File: src/rtl/clock_div_monitor.sv
// Divided-clock monitor: edge pulses, period measurement, lock and loss detection on clk_in.
// Optional macro CLK_MON_GLITCH_FILTER_EN rejects synchronized levels held for only one cycle.
module clock_div_monitor #(
    parameter int CNT_WIDTH = 16,
    parameter int TIMEOUT   = 1024
) (
    input  logic                 clk_in,
    input  logic                 rst,
    input  logic                 div_clk,
    output logic                 rise_pulse,
    output logic                 fall_pulse,
    output logic [CNT_WIDTH-1:0] period,
    output logic                 period_valid,
    output logic                 locked,
    output logic                 lost
);

    typedef enum logic [1:0] {
        ST_IDLE    = 2'd0,
        ST_MEASURE = 2'd1,
        ST_LOCKED  = 2'd2,
        ST_LOST    = 2'd3
    } state_t;

    localparam logic [CNT_WIDTH-1:0] CNT_MAX   = {CNT_WIDTH{1'b1}};
    localparam logic [CNT_WIDTH-1:0] CNT_ONE   = {{(CNT_WIDTH-1){1'b0}}, 1'b1};
    localparam logic [CNT_WIDTH-1:0] TIMEOUT_C = CNT_WIDTH'(TIMEOUT);

    logic                 sync1_q;
    logic                 sync2_q;
    logic                 lvl_q;
    logic                 lvl_s;
    logic                 rise_det_d;
    logic                 rise_det_q;
    logic                 fall_det_d;
    logic                 fall_det_q;
`ifdef CLK_MON_GLITCH_FILTER_EN
    logic                 flt_q;
`endif
    state_t               state_q;
    state_t               state_d;
    logic [CNT_WIDTH-1:0] cnt_q;
    logic [CNT_WIDTH-1:0] cnt_d;
    logic [CNT_WIDTH-1:0] period_q;
    logic [CNT_WIDTH-1:0] period_d;
    logic                 prev_vld_q;
    logic                 prev_vld_d;
    logic                 pv_d;
    logic                 rise_pulse_q;
    logic                 fall_pulse_q;
    logic                 pv_q;
    logic                 locked_q;
    logic                 lost_q;

    // Two-flop synchronizer followed by the accepted-level register and edge flags
    always_ff @(posedge clk_in) begin
        if (rst) begin
            sync1_q    <= 1'b0;
            sync2_q    <= 1'b0;
            lvl_q      <= 1'b0;
            rise_det_q <= 1'b0;
            fall_det_q <= 1'b0;
`ifdef CLK_MON_GLITCH_FILTER_EN
            flt_q      <= 1'b0;
`endif
        end else begin
            sync1_q    <= div_clk;
            sync2_q    <= sync1_q;
            lvl_q      <= lvl_s;
            rise_det_q <= rise_det_d;
            fall_det_q <= fall_det_d;
`ifdef CLK_MON_GLITCH_FILTER_EN
            flt_q      <= sync2_q;
`endif
        end
    end

    // A new level is accepted at once, or only after two equal synchronized samples when filtered
    always_comb begin
        lvl_s = lvl_q;
`ifdef CLK_MON_GLITCH_FILTER_EN
        if (sync2_q == flt_q) begin
            lvl_s = sync2_q;
        end else begin
            lvl_s = lvl_q;
        end
`else
        lvl_s = sync2_q;
`endif
        rise_det_d = lvl_s & ~lvl_q;
        fall_det_d = ~lvl_s & lvl_q;
    end

    // Period counter, lock FSM and timeout; a rise always beats a simultaneous timeout
    always_comb begin
        state_d    = state_q;
        cnt_d      = cnt_q;
        period_d   = period_q;
        prev_vld_d = prev_vld_q;
        pv_d       = 1'b0;
        if (rise_det_q) begin
            cnt_d = CNT_ONE;
            case (state_q)
                ST_MEASURE, ST_LOCKED: begin
                    period_d   = cnt_q;
                    pv_d       = 1'b1;
                    prev_vld_d = 1'b1;
                    if (prev_vld_q && (cnt_q == period_q)) begin
                        state_d = ST_LOCKED;
                    end else begin
                        state_d = ST_MEASURE;
                    end
                end
                default: begin
                    state_d    = ST_MEASURE;
                    prev_vld_d = 1'b0;
                end
            endcase
        end else begin
            if (cnt_q != CNT_MAX) begin
                cnt_d = cnt_q + CNT_ONE;
            end else begin
                cnt_d = cnt_q;
            end
            if (cnt_q >= TIMEOUT_C) begin
                state_d    = ST_LOST;
                prev_vld_d = 1'b0;
            end else begin
                state_d = state_q;
            end
        end
    end

    always_ff @(posedge clk_in) begin
        if (rst) begin
            state_q      <= ST_IDLE;
            cnt_q        <= {CNT_WIDTH{1'b0}};
            period_q     <= {CNT_WIDTH{1'b0}};
            prev_vld_q   <= 1'b0;
            rise_pulse_q <= 1'b0;
            fall_pulse_q <= 1'b0;
            pv_q         <= 1'b0;
            locked_q     <= 1'b0;
            lost_q       <= 1'b0;
        end else begin
            state_q      <= state_d;
            cnt_q        <= cnt_d;
            period_q     <= period_d;
            prev_vld_q   <= prev_vld_d;
            rise_pulse_q <= rise_det_q;
            fall_pulse_q <= fall_det_q;
            pv_q         <= pv_d;
            locked_q     <= (state_d == ST_LOCKED);
            lost_q       <= (state_d == ST_LOST);
        end
    end

    assign rise_pulse   = rise_pulse_q;
    assign fall_pulse   = fall_pulse_q;
    assign period       = period_q;
    assign period_valid = pv_q;
    assign locked       = locked_q;
    assign lost         = lost_q;

endmodule

File: config.mk
export PLATFORM = sky130hd
export DESIGN_NAME = clock_div_monitor
export DESIGN_NICKNAME = d
export VERILOG_FILES = /design/src/rtl/clock_div_monitor.sv
export SDC_FILE = /design/constraint.sdc
export NUM_CORES = 1
export LEC_CHECK = 0
export ABC_AREA = 1
export CAP_MARGIN = 20
export CORE_ASPECT_RATIO = 1.25
export CORE_MARGIN = 2
export CORE_UTILIZATION = 45
export DETAILED_ROUTE_END_ITERATION = 12
export PLACE_DENSITY = 0.64
export SLEW_MARGIN = 25
export SYNTH_ARGS = -nofsm -noshare
export SYNTH_HDL_FRONTEND = slang
export SYNTH_SLANG_ARGS = --single-unit
File: constraint.sdc
create_clock -name clk_in -period 4.7 [get_ports clk_in]
set_clock_uncertainty 0.1 [all_clocks]
set_input_delay 0.47 -clock clk_in [delete_from_list [all_inputs] [get_ports clk_in]]
set_output_delay 0.47 -clock clk_in [all_outputs]
set_load 0.01 [all_outputs]
# Word level (Yosys, flattened, before mapping)
# Cells that the tools add are included.
dict set report word_totals {
  register_bits 45
  in_bits 3
  out_inout_bits 21
}
dict set report classes {
  add_sub_neg 1
  order_cmp 1
  n_eq_ne 6
  mux 9
  n_bitwise 5
  n_reduce_logical 7
}
# operator n
set ops {}
lappend ops {{16-bit by 1-bit adder with 16-bit output (second input constant)} 1}
lappend ops {{16-bit equality test} 1}
lappend ops {{16-bit by 11-bit greater-or-equal comparator with 1-bit output (second input constant)} 1}
lappend ops {{16-bit != test (second input constant)} 1}
lappend ops {{2-bit 2-to-1 mux} 4}
lappend ops {{2-bit equality test (second input constant)} 3}
lappend ops {{2-bit OR reduction} 3}
lappend ops {{1-bit 2-to-1 mux} 5}
lappend ops {{2-bit nonzero test} 2}
lappend ops {{1-bit NOT} 3}
lappend ops {{1-bit AND} 2}
lappend ops {{2-bit by 1-bit equality test with 1-bit output (second input constant)} 1}
lappend ops {{2-bit AND reduction} 1}
lappend ops {{1-bit logical AND} 1}

# Longest topological paths before layout
# Gate-level depths: netlist (run 1).
dict set report depth {
  word_depth 6
  depth_mapped 10
  ltp_nobuf 10
}

# Worst setup path after synthesis (run 1)
# Ideal clock, no wire load.
dict set report synth_timing {
  kind {reg-to-reg}
  startpoint {register cnt_q[0]}
  endpoint {register cnt_q[1]}
  arrival_ns 1.342
  required_time_ns 4.480
  setup_slack_ns 3.138
  path_stages_with_launch 10
  n_path_buf 1
  period_less_slack_ns 1.562
  cell_sequence {dfxtp_1 -> ha_1 -> nand2_1 -> inv_2 -> nand3_4 -> nor2_2 -> nand3_2 -> buf_6 -> a21oi_2 -> nor2_1}
}
dict set report synth_between {
  elab_chain_cells 1
  elab_cells_between_ends 2
}
# element line
set synth_rtl {}
lappend synth_rtl {{start: declaration} 42} ;# logic [CNT_WIDTH-1:0] cnt_q;
lappend synth_rtl {{start signal: assignment} 137} ;# cnt_q <= {CNT_WIDTH{1'b0}};
lappend synth_rtl {{start signal: assignment} 147} ;# cnt_q <= cnt_d;
lappend synth_rtl {{16-bit by 1-bit adder with 16-bit output / 16-bit != test (equally long branches)} {121, 120}}
# Parallel ways exist; a longest one is shown, timed or not.
# A chain may end at the register's enable or synchronous reset.

# Worst setup path in the final report (run 1)
dict set report layout_timing {
  startpoint {register cnt_q[0]}
  endpoint {register cnt_q[0]}
}
dict set report layout_between {
  elab_chain_cells 3
  elab_cells_between_ends 5
}
# element line
set layout_rtl {}
lappend layout_rtl {{16-bit by 1-bit adder with 16-bit output} 121} ;# cnt_d = cnt_q + CNT_ONE;
lappend layout_rtl {{1-bit 2-to-1 mux} 120} ;# if (cnt_q != CNT_MAX) begin
lappend layout_rtl {{1-bit 2-to-1 mux} 101} ;# if (rise_det_q) begin
# Parallel ways exist; a longest one is shown, timed or not. The select of a mux whose other input is x is not followed.

==> results.yml, run 1 <==
status:
  status: "completed"
grt:
  grt.total_usage_pct: 17.7
  grt_antenna_before_repair: 0
  first_global_vias: 1623
  grt_max_degree: 32
  grt_pass1_wl_mm: 7.23
  grt_overflow: 0
layout:
  multi_input_area_sq_um: 1010
  antennaDiodeCount: 0
  drive_gt1_share_pct: 10.2
  ff_latch_area_sq_um: 901
  area_growth_pct: 17.0
  nNetsFinal: 327
  fillers: 464
clocking:
  cts_tree: "done"
  clock_path_buffers: 2
  ctsHoldBuffers: 0
  cts_resized: 0
  htreeDepth: 2
  clkTransAtPathRegs_ns: 0.09
  cts_setup_buffers: 0
  clock_sinks: 45
  cts_root_buffer: "clkbuf_8"
  insertion_delay_ns: 0.30
  cts_inserted_buffers: 5
power_and_ir_drop:
  switching_share_pct: 25.3
  p_leak_nw: 1.06
  p_clk_share_pct: 37.2
  powerDensity_nw_per_um2: 272
  combinationalPowerShare_pct: 5.1
  power.total_mw: 0.679
  p_switching_mw: 0.172
  p_int_mw: 0.508
  pwr-share-seq_pct: 57.7
  ir_drop_uv: 168
worst_setup_path:
  critical_path.max_stage_delay_ns: 0.46
  crit_chain: "ha_1 > nand2_1 > inv_2 > nand3_4 > nor2_2 > nand3_2 > a21oi_1 > a21oi_1"
  critical_path_required_ns: 4.80
  crit_type: "reg2reg"
  crit_path_top_delay_cell: "dfxtp_1"
  cp-start-kind: "flop"
  critical_path_peak_fanout: 13
  critPathArrivalTime_ns: 1.96
  crit_path_end_kind: "flop"
  cpMostUsedCell: "a21oi_1"
yosys:
  synth-edff-count: 0
  synthesis.instances: 300
  ys_ff_latch: 45
  synth_cell_types: 30
  syn_nets: 305
  synthArstFlopShare_pct: 0
  yosysWarningCount: 0
  synth.avg_cell_area_sq_um: 7.12
  syn_area_sq_um: 2140
  yosysSeqAreaShare_pct: 42.2
  synth-main-ff-cell: "dfxtp_1"
timing:
  hold_violations: 0
  clock.fmax_mhz: 536
  tightest_slew_ns: 0.618
  setup_viol: 0
  tns_ns: 0
  drv_slew: 0
  fin_crit_ns: 1.87
  slew_headroom_pct: 58.7
  rsz0062_at_grt: "no"
  min_period_over_period_pct: 39.7
die:
  die_x_um: 65.6
  initial_core_util_pct: 45.9
  die_area_sq_um: 5320
  coreArea_sq_um: 4660
  die_height_um: 81.0
  io_pins: 24
  floorplan.rows: 28
place:
  hpwl_mm: 3.20
  gp_congestion: 0.802
  port_buffers: 23
routing:
  num_vias: 1838
  drtIter0Drc: 84
  ant_nets: 0
  vias_per_cell: 4.80
  wl_per_cell_um: 11.4
  routed_wl_mm: 4.38
  drtPass1Iterations: 4
  drc: 0
min_path:
  min_path_type: "reg2reg"
run:
  max_cap_violations: 0
[per-layer routing]
metal | share of wire [%] | wire length (um) | global-route usage [%] | up-vias
met5 | 0 | 0 | 0 | -
met4 | 1.5 | 67 | 7.08 | 0
met3 | 3.7 | 160 | 4.16 | 7
met2 | 46 | 2020 | 29.7 | 33
met1 | 49 | 2130 | 21.7 | 798
li1 | - | - | - | 1000
[power groups by stage]
stage	clock, mW	sequential (mW)	combinational (mW)
after global routing	0.274	0.393	0.0394
final	0.253	0.392	0.0344
after global placement	0	0.401	0.0341
after floorplan	0	0.400	0.0241
after detailed placement	0	0.401	0.0347
after CTS	0.261	0.392	0.0348
[worst max-delay path, delay by kind of cell, from the launching register on]
family | cells | cell delay, ns
DFF | 1 | 0.46
adders and majority gates | 1 | 0.22
and+or+nand+nor | 4 | 0.59
AOI/OAI and AO/OA | 2 | 0.29
buffers and inverters | 1 | 0.10
[through the flow]
| stage | utilization (%) | worst slack, ns | hold WS [ns] | instances | instance area, sq um |
|---|---|---|---|---|---|
| after floorplan | - | 3.14 | 0.288 | 300 | 2140 |
| after CTS | 53.7 | 2.83 | 0.320 | 383 | 2500 |
| after global routing | 53.7 | 2.68 | 0.345 | 383 | 2500 |
| after detailed placement | 51.6 | 2.54 | 0.303 | 375 | 2410 |
| final | 53.7 | 2.83 | 0.314 | 383 | 2500 |
| after global placement | 51.5 | 2.57 | 0.300 | 375 | 2400 |
[cells in the mapped netlist (2+ instances only)]
library cell,number,share of area [%]
nand2_2,3,0.88
nand3_2,2,0.94
buf_2,3,0.70
dfxtp_1,45,42
nand3_1,16,3.7
a31oi_1,8,2.3
a21oi_1,8,1.9
nand2_1,68,12
inv_1,42,7.4
nor2_1,38,6.7
a211oi_1,13,4.6
nor3_4,2,1.5
clkbuf_1,4,0.70
nor3_1,2,0.47
xor2_1,2,0.82
o21ai_1,4,0.94
inv_2,7,1.2
nand4_1,9,2.6
nor2_2,4,1.2
o21ai_0,9,2.1
ha_1,2,1.2
[worst paths after layout]
path                          from                    end  cells past startpoint  slack, ns
min          fall_det_q$_SDFF_PP0_  fall_pulse$_SDFF_PP0_                      2       0.31
max          cnt_q[0]$_SDFFE_PP0P_  cnt_q[0]$_SDFFE_PP0P_                      8       2.83
min reg2reg  fall_det_q$_SDFF_PP0_  fall_pulse$_SDFF_PP0_                      2       0.31
max reg2reg  cnt_q[0]$_SDFFE_PP0P_  cnt_q[0]$_SDFFE_PP0P_                      8       2.83
[area by class of cell]
type	instances	area share [%]
inverters	49	7.36
clock buffers	5	2.75
flip-flops and latches	45	36.0
clock inverters	3	1.00
well taps	60	3.00
repair buffers	24	9.51
multi-input cells	197	40.3
[cells by family after synthesis]
| family | Yosys count | share of synthesized area [%] |
|---|---|---|
| buf+inv | 58 | 10.9 |
| xor+xnor | 2 | 0.820 |
| compound gates | 43 | 12.2 |
| fa+ha+maj | 2 | 1.17 |
| simple gates | 150 | 32.7 |
| flops | 45 | 42.2 |
[cells in the final DEF, fill, tap and decap left out, drive strengths merged]
master,count
clkinvlp,1
ha,2
clkbuf,5
nand3,19
nand2,71
nand4,9
a31oi,8
clkdlybuf4s50,23
a21oi,9
clkinv,1
o21ai,13
or2,2
nand3b,1
inv,50
a211oi,13
buf,1
dfxtp,45
xor2,2
nor3,5
nor2,43
No activity file was read; power rests on OpenSTA's default activity.
==> run 2, diff against run 1 <==
clock period = 1.8 ns   (was 4.7 ns; I/O delays follow)
==> results.yml, run 2 (synthesis results as in run 1) <==
layout:
  fillers: 469
  final_common_cell: "nand2_1"
  antennaDiodeCount: 0
  area_growth_pct: 20.0
  finish.utilization_pct: 55.0
  nNetsFinal: 333
  final_cell_mix: "67 x nand2_1, 43 x dfxtp_1, 42 x inv_1, 38 x nor2_1, 23 x clkdlybuf4s50_1"
  drive_gt1_share_pct: 12.8
timing:
  clock.fmax_mhz: 619
  drv_slew: 0
  tightest_slew_ns: 0.373
  min_period_over_period_pct: 89.8
  tns_ns: 0
  setup_viol: 0
  hold_violations: 0
  fin_crit_ns: 1.62
  slew_headroom_pct: 75.1
grt:
  grt_max_degree: 30
  met3_usage_pct: 4.29
  grt_pass1_wl_mm: 7.85
  top_usage_layer: "met2"
  first_global_vias: 1753
  use_met1_pct: 23.7
  grt.total_usage_pct: 19.2
  grt_antenna_before_repair: 0
  grt_overflow: 0
  use_met2_pct: 32.3
die:
  die_x_um: 65.6
  coreArea_sq_um: 4660
  initial_core_util_pct: 45.9
  die_area_sq_um: 5320
  die_height_um: 81.0
  floorplan.rows: 28
  io_pins: 24
worst_setup_path:
  crit_type: "reg2reg"
  crit_path_end_kind: "flop"
  critical_path_required_ns: 1.96
  critPathArrivalTime_ns: 1.77
  r2r-start: "cnt_q[1]$_SDFFE_PP0P_"
  critical_path_peak_fanout: 8
  cp-start-kind: "flop"
  r2r_slack_ns: 0.18
  r2r_cells: 9
  r2r_end: "cnt_q[15]$_SDFFE_PP0P_"
min_path:
  hold-path-endpoint: "sync1_q$_SDFF_PP0_"
  whs_path_depth: 3
  min-delay-start: "div_clk"
  min_path_type: "in2reg"
place:
  hpwl_mm: 3.31
  gp_congestion: 0.827
  port_buffers: 23
clocking:
  ctsHoldBuffers: 0
  clkTransAtPathRegs_ns: 0.10
  clock_path_buffers: 2
  cts_root_buffer: "clkbuf_8"
  clock_sinks: 45
  insertion_delay_ns: 0.31
  htreeDepth: 2
  cts_tree: "done"
  cts_inserted_buffers: 5
power_and_ir_drop:
  p_leak_nw: 1.09
  ir_drop_uv: 484
  powerDensity_nw_per_um2: 704
routing:
  drc: 0
  wl_per_cell_um: 11.6
  ant_nets: 0
  vias_per_cell: 4.89
  num_vias: 1903
  routed_wl_mm: 4.52
  drtPass1Iterations: 4
  drtIter0Drc: 106
run:
  max_cap_violations: 0
status:
  status: "completed"
[run 2: what timing repair did]
item | 4_1_cts | 5_1_grt
resized for setup | 0 | 5
buffers inserted | 0 | 1
hold endpoints to repair | 0 | 0
endpoints found under the setup margin | 0 | 13
[run 2: layer usage]
metal | vias up | part of all wire, %
met3 | 7 | 2.2
met4 | 0 | 1.7
met1 | 861 | 48
met5 | - | 0
li1 | 1013 | -
met2 | 22 | 48
[run 2: critical path, cell delays in order, from the launching register on]
cell and delay, ns:
dfxtp_4 0.36, ha_2 0.18, nand2_2 0.06, inv_2 0.09, nand3_4 0.09, nor3_4 0.32
nand3_2 0.14, nand3_1 0.11, nand2_1 0.05, inv_1 0.05
[run 2: cell type report]
type                            instances  area (sq um)  area share, %
Tap cell                               60          75.1           2.93
Sequential cell                        45           906           35.3
Multi-Input combinational cell        197          1010           39.3
Clock buffer                            5          68.8           2.68
Inverter                               49           184           7.17
Clock inverter                          3          26.3           1.02
Timing Repair Buffer                   30           295           11.5
[run 2: how the worst max path moves through the flow]
stage                                from                endpoint  slack (ns)  depth (start not counted)
finish              cnt_q[1]$_SDFFE_PP0P_  cnt_q[15]$_SDFFE_PP0P_        0.18                          9
global route        cnt_q[2]$_SDFFE_PP0P_  cnt_q[15]$_SDFFE_PP0P_      -0.009                          9
CTS                 cnt_q[1]$_SDFFE_PP0P_   cnt_q[7]$_SDFFE_PP0P_        0.09                          8
detailed placement  cnt_q[1]$_SDFFE_PP0P_   cnt_q[2]$_SDFFE_PP0P_        0.12                          8
global placement    cnt_q[1]$_SDFFE_PP0P_   cnt_q[3]$_SDFFE_PP0P_        0.18                          8
floorplan           cnt_q[0]$_SDFFE_PP0P_   cnt_q[1]$_SDFFE_PP0P_        0.24                          9
[run 2: through the flow]
stage | setup WS [ns] | area, sq um | hold slack, ns | cells | power [mW]
2_1_floorplan | 0.238 | 2140 | 0.187 | 300 | 1.11
3_3_place_gp | 0.180 | 2450 | 0.298 | 380 | 1.15
3_5_place_dp | 0.123 | 2450 | 0.294 | 380 | 1.15
4_1_cts | 0.0933 | 2550 | 0.278 | 388 | 1.82
5_1_grt | -0.00874 | 2560 | 0.296 | 389 | 1.90
6_report | 0.184 | 2560 | 0.283 | 389 | 1.81
[run 2: report_power, final]
group,total [mW],leakage [nW],internal (mW),switching (mW)
clock,0.678,0.0495,0.289,0.390
combinational,0.106,0.679,0.0443,0.0612
sequential,1.02,0.365,1.01,0.0112
total,1.81,1.09,1.34,0.462
==> run 3, diff against run 2 <==
SKIP_CTS_REPAIR_TIMING = 1   (was not set)
SLEW_MARGIN = not set   (was 25)
==> results of run 3 <==
The final DEF is identical to that of run 2; final timing and power are the same.
